===== src/rtl/dmem_port_arbiter.sv =====
// dmem_port_arbiter: shares one data-memory port between the core and a DMA/debug port.
// Core has fixed priority; an anti-starvation counter forces a DMA grant after
// STARVE_LIMIT denied cycles. Read data returns one cycle after a granted read.
// Define DMEM_ARB_PERF_EN to add saturating grant/conflict performance counters.
module dmem_port_arbiter #(
    parameter int ADDR_W       = 32,
    parameter int DATA_W       = 32,
    parameter int STARVE_LIMIT = 4
) (
    input  logic              clk,
    input  logic              rst,
    input  logic              core_req,
    input  logic              core_we,
    input  logic [ADDR_W-1:0] core_addr,
    input  logic [DATA_W-1:0] core_wdata,
    output logic              core_gnt,
    output logic              core_stall,
    output logic              core_rvalid,
    output logic [DATA_W-1:0] core_rdata,
    input  logic              dma_req,
    input  logic              dma_we,
    input  logic [ADDR_W-1:0] dma_addr,
    input  logic [DATA_W-1:0] dma_wdata,
    output logic              dma_gnt,
    output logic              dma_rvalid,
    output logic [DATA_W-1:0] dma_rdata,
    output logic [ADDR_W-1:0] mem_addr,
    output logic [DATA_W-1:0] mem_wdata,
    output logic              mem_we,
    input  logic [DATA_W-1:0] mem_rdata
`ifdef DMEM_ARB_PERF_EN
    ,
    output logic [31:0]       core_gnt_cnt,
    output logic [31:0]       dma_gnt_cnt,
    output logic [31:0]       conflict_cnt
`endif
);

    typedef enum logic [1:0] {IDLE, RD_CORE, RD_DMA} state_t;

    localparam logic [3:0] LIMIT = 4'(STARVE_LIMIT);

    state_t            state, state_nxt;
    logic [3:0]        starve_cnt, starve_nxt;
    logic [DATA_W-1:0] rdata_q;
    logic              c_req, d_req;

    // requests are ignored while reset is held so nothing is granted or written
    assign c_req = core_req & rst;
    assign d_req = dma_req & rst;

    assign core_rvalid = (state == RD_CORE);
    assign dma_rvalid  = (state == RD_DMA);
    assign core_rdata  = rdata_q;
    assign dma_rdata   = rdata_q;

    // arbitration, memory mux, starvation counter and read-return next state
    always_comb begin
        dma_gnt    = d_req & (~c_req | (starve_cnt == LIMIT));
        core_gnt   = c_req & ~dma_gnt;
        core_stall = c_req & ~core_gnt;
        mem_addr   = dma_gnt ? dma_addr  : core_gnt ? core_addr  : '0;
        mem_wdata  = dma_gnt ? dma_wdata : core_gnt ? core_wdata : '0;
        mem_we     = dma_gnt ? dma_we    : core_gnt ? core_we    : 1'b0;
        starve_nxt = (d_req & ~dma_gnt) ? ((starve_cnt == LIMIT) ? starve_cnt : starve_cnt + 4'd1) : 4'd0;
        state_nxt  = (core_gnt & ~core_we) ? RD_CORE : (dma_gnt & ~dma_we) ? RD_DMA : IDLE;
    end

    // state register; a granted read captures the combinational memory data
    always_ff @(posedge clk or negedge rst) begin
        if (!rst) begin
            state      <= IDLE;
            starve_cnt <= 4'd0;
            rdata_q    <= '0;
        end else begin
            state      <= state_nxt;
            starve_cnt <= starve_nxt;
            if (state_nxt != IDLE) rdata_q <= mem_rdata;
        end
    end

`ifdef DMEM_ARB_PERF_EN
    // saturating grant and contention counters
    always_ff @(posedge clk or negedge rst) begin
        if (!rst) begin
            core_gnt_cnt <= '0;
            dma_gnt_cnt  <= '0;
            conflict_cnt <= '0;
        end else begin
            if (core_gnt && core_gnt_cnt != '1) core_gnt_cnt <= core_gnt_cnt + 32'd1;
            if (dma_gnt && dma_gnt_cnt != '1) dma_gnt_cnt <= dma_gnt_cnt + 32'd1;
            if (c_req && d_req && conflict_cnt != '1) conflict_cnt <= conflict_cnt + 32'd1;
        end
    end
`endif

endmodule


===== config.mk =====
export PLATFORM = sky130hd
export DESIGN_NAME = dmem_port_arbiter
export DESIGN_NICKNAME = d
export VERILOG_FILES = /design/src/rtl/dmem_port_arbiter.sv
export SDC_FILE = /design/constraint.sdc
export NUM_CORES = 1
export LEC_CHECK = 0
export CAP_MARGIN = 25
export CELL_PAD_IN_SITES_DETAIL_PLACEMENT = 1
export CELL_PAD_IN_SITES_GLOBAL_PLACEMENT = 2
export CORE_MARGIN = 1
export CORE_UTILIZATION = 16
export CTS_BUF_LIST = sky130_fd_sc_hd__clkbuf_4 sky130_fd_sc_hd__clkbuf_8
export CTS_CLUSTER_SIZE = 20
export DETAILED_ROUTE_END_ITERATION = 10
export PLACE_DENSITY = 0.91
export SYNTH_ARGS = -nofsm -noshare
export SYNTH_HDL_FRONTEND = slang
export SYNTH_SLANG_ARGS = --single-unit

===== constraint.sdc =====
create_clock -name clk -period 2.1 [get_ports clk]
set_input_delay 0.42 -clock clk [delete_from_list [all_inputs] [get_ports clk]]
set_output_delay 0.42 -clock clk [all_outputs]
set_load 0.01 [all_outputs]

==> results by group <==
Worst setup path
  – WP data required: 1.68 ns
  – Critical path class: flop to output port
  – Crit path max fanout: 9
  – Worst Setup Start Kind: flop
  – Crit path capture type: output port
  – Crit path DAT: 1.95 ns

Routing
  – Met2 wire len: 9.33 mm
  – Highest Signal Layer: met4
  – Total length of routed wires: 18.6 mm
  – Met3 Wirelength: 1.25 mm
  – Avg WL per Cell: 20.4 µm
  – DRT met1 WL: 7.64 mm
  – Drt initial violations: 156
  – Post-DR vias/cell: 4.68
  – DRC: 0
  – DR vias: 4271
  – Final antenna-violating net count: 0
  – TritonRoute pass-1 iters: 4

Synth
  – Net count after synthesis: 539
  – Count of different cell masters after synthesis: 27
  – Post-Syn Instances: 371
  – #FFs+latches synth: 38
  – Seq/Total Area, Yosys: 29.1%
  – Mapped cell area: 0.00327 mm²
  – Avg Inst Size Synth: 8.82 µm²
  – Synth warn: 0

Floorplanning
  – Die X: 145 µm
  – Row Count: 51
  – Core area: 0.0198 mm²
  – Die area: 0.0210 mm²
  – Die H: 145 µm
  – Starting Density: 16.5%
  – Ports: 300

Clock tree
  – CTS Buf Count: 5
  – CTS H-tree lvls: 2
  – Number of buffers on the longest clock path: 2
  – Clk slew on worst S/H paths: 0.10 ns
  – CTS tree: done
  – Clock root cell: clkbuf_8
  – Post-CTS Hold Buffers: 0
  – # clock sinks: 38
  – Clk_lat worst skew: 0.30 ns

Outcome
  – Outcome: complete, but fails checks
  – Failing checks: negative setup slack

Pwr
  – Int Pwr: 2240 µW
  – Worst vdd ir: 239 µV
  – Comb power frac: 46.4%
  – Sw Share: 30.7%
  – Tot Pwr: 3240 µW
  – Net switching power: 993 µW
  – Clock power frac: 24.5%
  – P per Cell Area: 488 mW/mm²
  – Flop pwr share: 29.0%
  – Leakage power: 0.00278 µW

Timing
  – Crit share post-route: 113%
  – Final slew viol count: 0
  – Setup slack after layout: -0.266 ns
  – Endpoints failing setup: 66
  – Hold Fails Final Rpt: 0
  – Worst-margin pin slew: 0.807 ns
  – Final min period: 2.37 ns
  – Worst relative slew slack: 46.2%
  – Unrepaired setup endpoints after global routing: yes
  – Hold_ws: 0.425 ns
  – Fin Clk Skew: 0.0155 ns
  – Setup TNS: -14.30 ns
  – Max Clock Freq: 423 MHz

Cells and area
  – Area Growth Syn to Fin: 102%
  – Final design area excluding fillers: 0.00663 mm²
  – Finished Layout Cells: 912
  – Most common cell after layout, fill and taps aside: clkdlybuf4s50_1
  – ANT cells: 0
  – Commonest non-fill, non-tap cells in the layout: clkdlybuf4s50_1 (229), o21ai_0 (64), a22o_1 (63)
  – Multi-input gate area: 0.00186 mm²
  – Share of layout cells above drive strength 1: 20.9%
  – Number of fill cells: 2278
  – Final net count: 814
  – FF/Latch Area: 951 µm²

Placed design
  – DP Area: 0.00642 mm²
  – Cells after DPL: 889
  – IO Port Bufs: 299
  – GP Congestion: 0.880
  – HPWL after DPL: 13.0 mm

Min path
  – HP Class: primary input to asynchronous set/reset pin

GRT
  – Vias in the first global route: 4548
  – First-pass GRT wire length: 28.4 mm
  – Largest net degree at the start of global routing: 74
  – GR Overflow Total: 0
  – Initial antenna violation count: 0
  – Total track usage: 17.2%

Run
  – Max cap viols: 0
synth_stat cells, drive strengths merged:
cell type,n,area [µm²]
inv,4,15.0
nand4b,1,15.0
dfrtp,38,951
buf,53,414
mux2,1,11.3
and3b,2,17.5
xor2,1,8.76
nand3,33,165
nor2,5,18.8
o21ai,64,320
a21oi,1,5.00
nor3,1,5.00
nand2,1,3.75
nand3b,2,15.0
and3,2,12.5
nor2b,2,12.5
xnor2,1,8.76
and4b,33,330
clkbuf,26,98.8
ha,2,25.0
nand4,1,6.26
o211ai,32,240
a22o,64,561
a211oi,1,12.5
path summary, 6_finish.rpt:
| kind | from | end | slack, ns | cells after the start |
|---|---|---|---|---|
| setup / recovery | starve_cnt[1]$_DFFE_PN0P_ | mem_wdata[12] | -0.27 | 9 |
| hold / removal | rst | starve_cnt[3]$_DFFE_PN0P_ | 0.42 | 3 |
| setup reg to reg | starve_cnt[1]$_DFFE_PN0P_ | core_rdata[16]$_DFFE_PN0P_ | 0.33 | 7 |
| hold reg to reg | starve_cnt[0]$_DFFE_PN0P_ | starve_cnt[0]$_DFFE_PN0P_ | 0.56 | 2 |
| max in group asynchronous | rst | core_rdata[9]$_DFFE_PN0P_ | 1.10 | 3 |
| min in group clk | starve_cnt[0]$_DFFE_PN0P_ | starve_cnt[0]$_DFFE_PN0P_ | 0.56 | 2 |
power groups by stage:
stage	Clock [µW]	Sequential (µW)	Combinational, µW
after CTS	810	945	1510
after global routing	839	960	1590
final	793	940	1500
after detailed placement	0	957	1490
after global placement	0	950	1470
after floorplan	0	982	558
kinds of logic after synthesis:
family / synth area share, %
compound gates: 34.8
xor+xnor: 0.535
fa+ha+maj: 0.764
buf+inv: 16.1
flops: 29.1
mux: 0.344
simple gates: 18.4
area by class of cell:
type                            count  share of cell area (%)
Inverter                            4                   0.227
Clock buffer                        5                    1.04
Tap cell                          265                    5.00
Sequential cell                    38                    14.4
Clock inverter                      3                    1.04
Multi-Input combinational cell    250                    28.0
Timing Repair Buffer              347                    50.3
layer usage:
metal / vias to the layer above / global-route usage (%)
li1: 1961 / -
met5: - / 0
met1: 2106 / 21.3
met3: 13 / 3.52
met2: 191 / 30.4
met4: 0 / 3.78
critical path, stage by stage (launching register included):
cell and delay (ns):
dfrtp_1 0.41, inv_2 0.07, ha_4 0.14, buf_6 0.09, nand4b_4 0.09, and3_4 0.19
buf_6 0.14, buf_16 0.14, a22o_4 0.23, buf_6 0.13
state kept, by name (all words and copies together), names as in the netlist:
signal,count
state,2
starve_cnt,4
core_rdata,32
what timing repair did:
action,in CTS,in global routing
pin swaps,6,11
setup endpoints to repair,68,68
buffers inserted,9,2
gates cloned,7,0
gates resized for setup,308,6
stage by stage:
stage	utilization [%]	setup WS (ns)
2_1_floorplan	-	0.121
3_3_place_gp	32.5	-0.637
3_5_place_dp	32.5	-0.697
4_1_cts	33.5	-0.274
5_1_grt	33.5	-0.333
6_report	33.5	-0.266
Power figures use the tool's default switching activity.
==> RTL change 1: new RTL, same flow settings <==
`DATA_W`: 32 -> 16.
--- a/src/rtl/dmem_port_arbiter.sv
+++ b/src/rtl/dmem_port_arbiter.sv
@@ -4,7 +4,7 @@
 // Define DMEM_ARB_PERF_EN to add saturating grant/conflict performance counters.
 module dmem_port_arbiter #(
     parameter int ADDR_W       = 32,
-    parameter int DATA_W       = 32,
+    parameter int DATA_W       = 16,
     parameter int STARVE_LIMIT = 4
 ) (
     input  logic              clk,
Ports: changed (6 resized); port bits go from 300 to 204. The function was not compared with the original's and may differ.
==> RTL change 1 against the original RTL <==
  * The run still ends with setup timing left
  * Global-route usage increased by 0.24 points
  * Wire length decreased by 38%
  * First-iteration DRC count decreased by 13%
  * Synthesized area decreased by 40%
  * Worst setup slack improved by 38 ps
  * Sequential cell count decreased by 16
  * Power decreased by 46%
  * Design area decreased by 33%
  * Critical path type unchanged
  * Largest cell class unchanged
==> RTL change 1: results (changes against the original RTL) <==
| Stage | Quantity | Value | vs unedited |
|---|---|---|---|
| placement | Post-DP Area | 4210 um2 | -35% |
| power | Sequential share of power | 0.303 | +0.013 |
| cells and area | Non-Filler Instances | 585 | -36% |
| sta | Setup ws final | -228 ps | +38.0 ps |
| route | Total wire length after detailed routing | 11600 um | -38% |
| synthesis | Synthesized area per cell | 9.03 um2 | +2.3% |
| run status | Outcome | finished with violations |  |
| power | Clock group share of total power | 0.156 | -0.089 |
| synthesis | Portion of the post-synthesis area used by sequential elements | 0.278 | -0.0120 |
| critical path | Worst setup path endpoint | mem_we |  |
| clock tree | Latest clock arrival within the worst-skew pair | 270 ps | -30 ps |
| grt | Combined global-route utilization of all metal layers | 0.174 | +0.00244 |
| grt | Met2 track demand over resource in global routing | 0.349 | +0.0454 |
| synthesis | Largest cells by area after synthesis | dfrtp_1 28%, a22o_1 21%, a2111o_1 9.1% |  |
| synthesis | Number of distinct library cell variants in the gate-level netlist after synthesis | 30 | +11% |
| route | Total via count in the routed design | 2728 | -36% |
| synthesis | Nets in the synthesized netlist | 339 | -37% |
| sta | Worst clock skew | 5.67 ps | -9.85 ps |
| cells and area | Share of layout cells above drive strength 1 | 0.272 | +0.0630 |
| route | Number of violations reported at the end of detailed-routing iteration 0 | 135 | -13% |
| route | Routed wl met3 | 952 um | -24% |
| clock tree | CTS H-tree depth | 1 | -1 |
| sta | # setup viols final | 51 | -23% |
| power | Internal power of the cells | 1.20 mW | -47% |
| grt | Met1 routing resource usage after global routing | 0.190 | -0.0231 |
| run status | Violations in the final reports | setup timing |  |
| placement | Placed wire-length estimate after detailed placement | 8040 um | -38% |
| power | P_leak | 1.94 nW | -30% |
| power | Maximum resistive drop on vdd | 0.000215 V | -10% |
[RTL change 1: critical path, cell delays in order, from the launching register on]
cell and delay, ps:
dfrtp_1 400, inv_2 80, ha_4 180, nand3b_4 100
a21oi_4 220, buf_6 140, buf_6 90, mux2_4 310
buf_6 120
[RTL change 1: final cells by class]
class | instances | area [um2]
multi-input cells | 137 | 1140
inverters | 19 | 71.3
repair buffers | 257 | 2440
fillers | 1376 | 7580
well taps | 147 | 184
flip-flops and latches | 22 | 551
clock buffers | 3 | 41.3
[RTL change 1: timing repair]
item | CTS | global route
pin swaps | 48 | 12
gates cloned | 10 | 0
setup endpoints to repair | 52 | 52
buffers inserted | 16 | 6
hold buffers | 0 | 0
resized for setup | 242 | 12
[RTL change 1: kinds of logic after synthesis]
group	after synthesis	share of synthesized area
flip-flops	22	0.278
buffers and inverters	60	0.163
AND/OR/NAND/NOR	34	0.111
XOR/XNOR	2	0.00886
AO/OA/AOI/OAI	98	0.420
adder cells (fa/ha/maj)	2	0.0127
multiplexers	1	0.00570
==> RTL change 2: new RTL, same settings <==
Made on the original files. Re-encode `state_t` (3 states) as one-hot, 3 bits wide.
--- a/src/rtl/dmem_port_arbiter.sv
+++ b/src/rtl/dmem_port_arbiter.sv
@@ -36,7 +36,7 @@
 `endif
 );
 
-    typedef enum logic [1:0] {IDLE, RD_CORE, RD_DMA} state_t;
+    typedef enum logic [2:0] {IDLE = 3'b001, RD_CORE = 3'b010, RD_DMA = 3'b100} state_t;
 
     localparam logic [3:0] LIMIT = 4'(STARVE_LIMIT);
 
Function: no difference found for any inputs over 10 cycles, from zero or initial values and one cycle with rst low; not proved beyond that.
==> RTL change 2 against the original RTL <==
  * The flow still finishes with violations (setup timing)
  * Highest routed layer unchanged
  * Sequential share of layout area shrank 0.29 points
  * Synthesized area grew 5.8%
  * Worst setup slack gained 25 ps
  * Power shrank 1.3%
  * Synthesized cell count grew 0.81%
  * Largest cell class unchanged
  * Count of clock-buffer cells in the layout grew 1
  * Global-route usage shrank 1.9 points
  * Wire length shrank 1.7%
  * Design area grew 4.9%
  * Sequential cell count grew 1
==> RTL change 2: results (changes against the original RTL) <==
| Stage | Quantity | Value | vs unedited |
|---|---|---|---|
| sta | Setup ws final | -241 ps | +24.9 ps |
| route | Per-cell via count in the routed design | 4.55 | -2.8% |
| cells and area | Fraction of area in clock buffers and inverters | 0.0169 | -0.00385 |
| grt | First-pass GRT wire length | 26300 um | -7.6% |
| clock tree | Post-cts repair resize count | 295 | -4.2% |
| cells and area | NumNets Final | 823 | +1.1% |
| grt | Met1 routing resource usage after global routing | 0.206 | -0.00743 |
| placement | Final estimated routing congestion in global placement | 0.691 | -21% |
| cells and area | Share of layout cells above drive strength 1 | 0.261 | +0.0520 |
| cells and area | Layout Area Growth over Synthesis | 101% |  |
| cells and area | Number of buffers other than clock buffers in the final layout | 354 | +2.0% |
| power | Proportion of total power due to net switching | 0.310 | +0.00292 |
| synthesis | Synthesized area per cell | 9.26 um2 | +5.0% |
| placement | Post-DP Area | 6680 um2 | +4.0% |
| cells and area | Fraction of area in registers | 0.141 | -0.00294 |
| critical path | Worst setup path endpoint | mem_wdata[31] |  |
| run status | Outcome | finished with violations |  |
| grt | Combined global-route utilization of all metal layers | 0.153 | -0.0191 |
| run status | Violations in the final reports | setup timing |  |
| synthesis | Largest cells by area after synthesis | dfrtp_1 27%, a22o_1 16%, o211ai_2 10% |  |
| grt | Met2 track demand over resource in global routing | 0.260 | -0.0441 |
| critical path | Largest driver fanout on the critical path | 5 | -4 |
| cells and area | Area of the multi-input gates | 2010 um2 | +8.4% |
| route | Routed wl met3 | 835 um | -33% |
| route | WL met2 | 9290 um | -0.42% |
| sta | Setup total negative slack | -11700 ps | +2600 ps |
| placement | Number of placed cells counting well taps | 903 | +1.6% |
| placement | Placed wire-length estimate after detailed placement | 12500 um | -3.7% |
| synthesis | Number of distinct library cell variants in the gate-level netlist after synthesis | 30 | +11% |
| critical path | Endpoint of the most critical register-to-register path | core_rdata[26] |  |
| synthesis | Nets in the synthesized netlist | 542 | +0.56% |
| grt | Met3 track demand over resource | 0.0205 | -0.0147 |
| clock tree | Clk sink count | 39 | +2.6% |
| power | Clock group share of total power | 0.214 | -0.031 |
| clock tree | Post-CTS clock slew at the launch and capture registers of the worst setup and hold paths | 80 ps | -20 ps |
| sta | # setup viols final | 66 | unchanged |
| sta | Final hold slack | 343 ps | -81.9 ps |
| route | Total wire length after detailed routing | 18300 um | -1.7% |
| cells and area | Number of clock-tree buffers in the layout | 6 | +1 |
| power | P_leak | 3.00 nW | +7.9% |
| sta | Slew headroom | 0.702 | +0.240 |
## RTL change 2: cell types whose count changed after synthesis, sizes merged
| cell | before | now |
|---|---|---|
| nor2 | 5 | 6 |
| dfstp | 0 | 1 |
| nor3b | 0 | 2 |
| nor2b | 2 | 0 |
| buf | 53 | 52 |
| clkbuf | 26 | 28 |
## RTL change 2: critical path, cell delays in order, from the launching register on
cell and delay, ps:
dfrtp_1 400, inv_2 70, ha_4 170, nand3b_4 100
a21oi_4 180, buf_12 140, buf_8 120, buf_12 120
buf_6 80, a22o_1 110, buf_2 130
## RTL change 2: cell families after synthesis
group,after synthesis,share of synthesized area
AOI/OAI and AO/OA,162,0.372
adders and majority gates,2,0.00722
and+or+nand+nor,84,0.177
DFF,39,0.282
buffers and inverters,84,0.153
muxes,1,0.00325
xor gates and xnor gates,2,0.00506
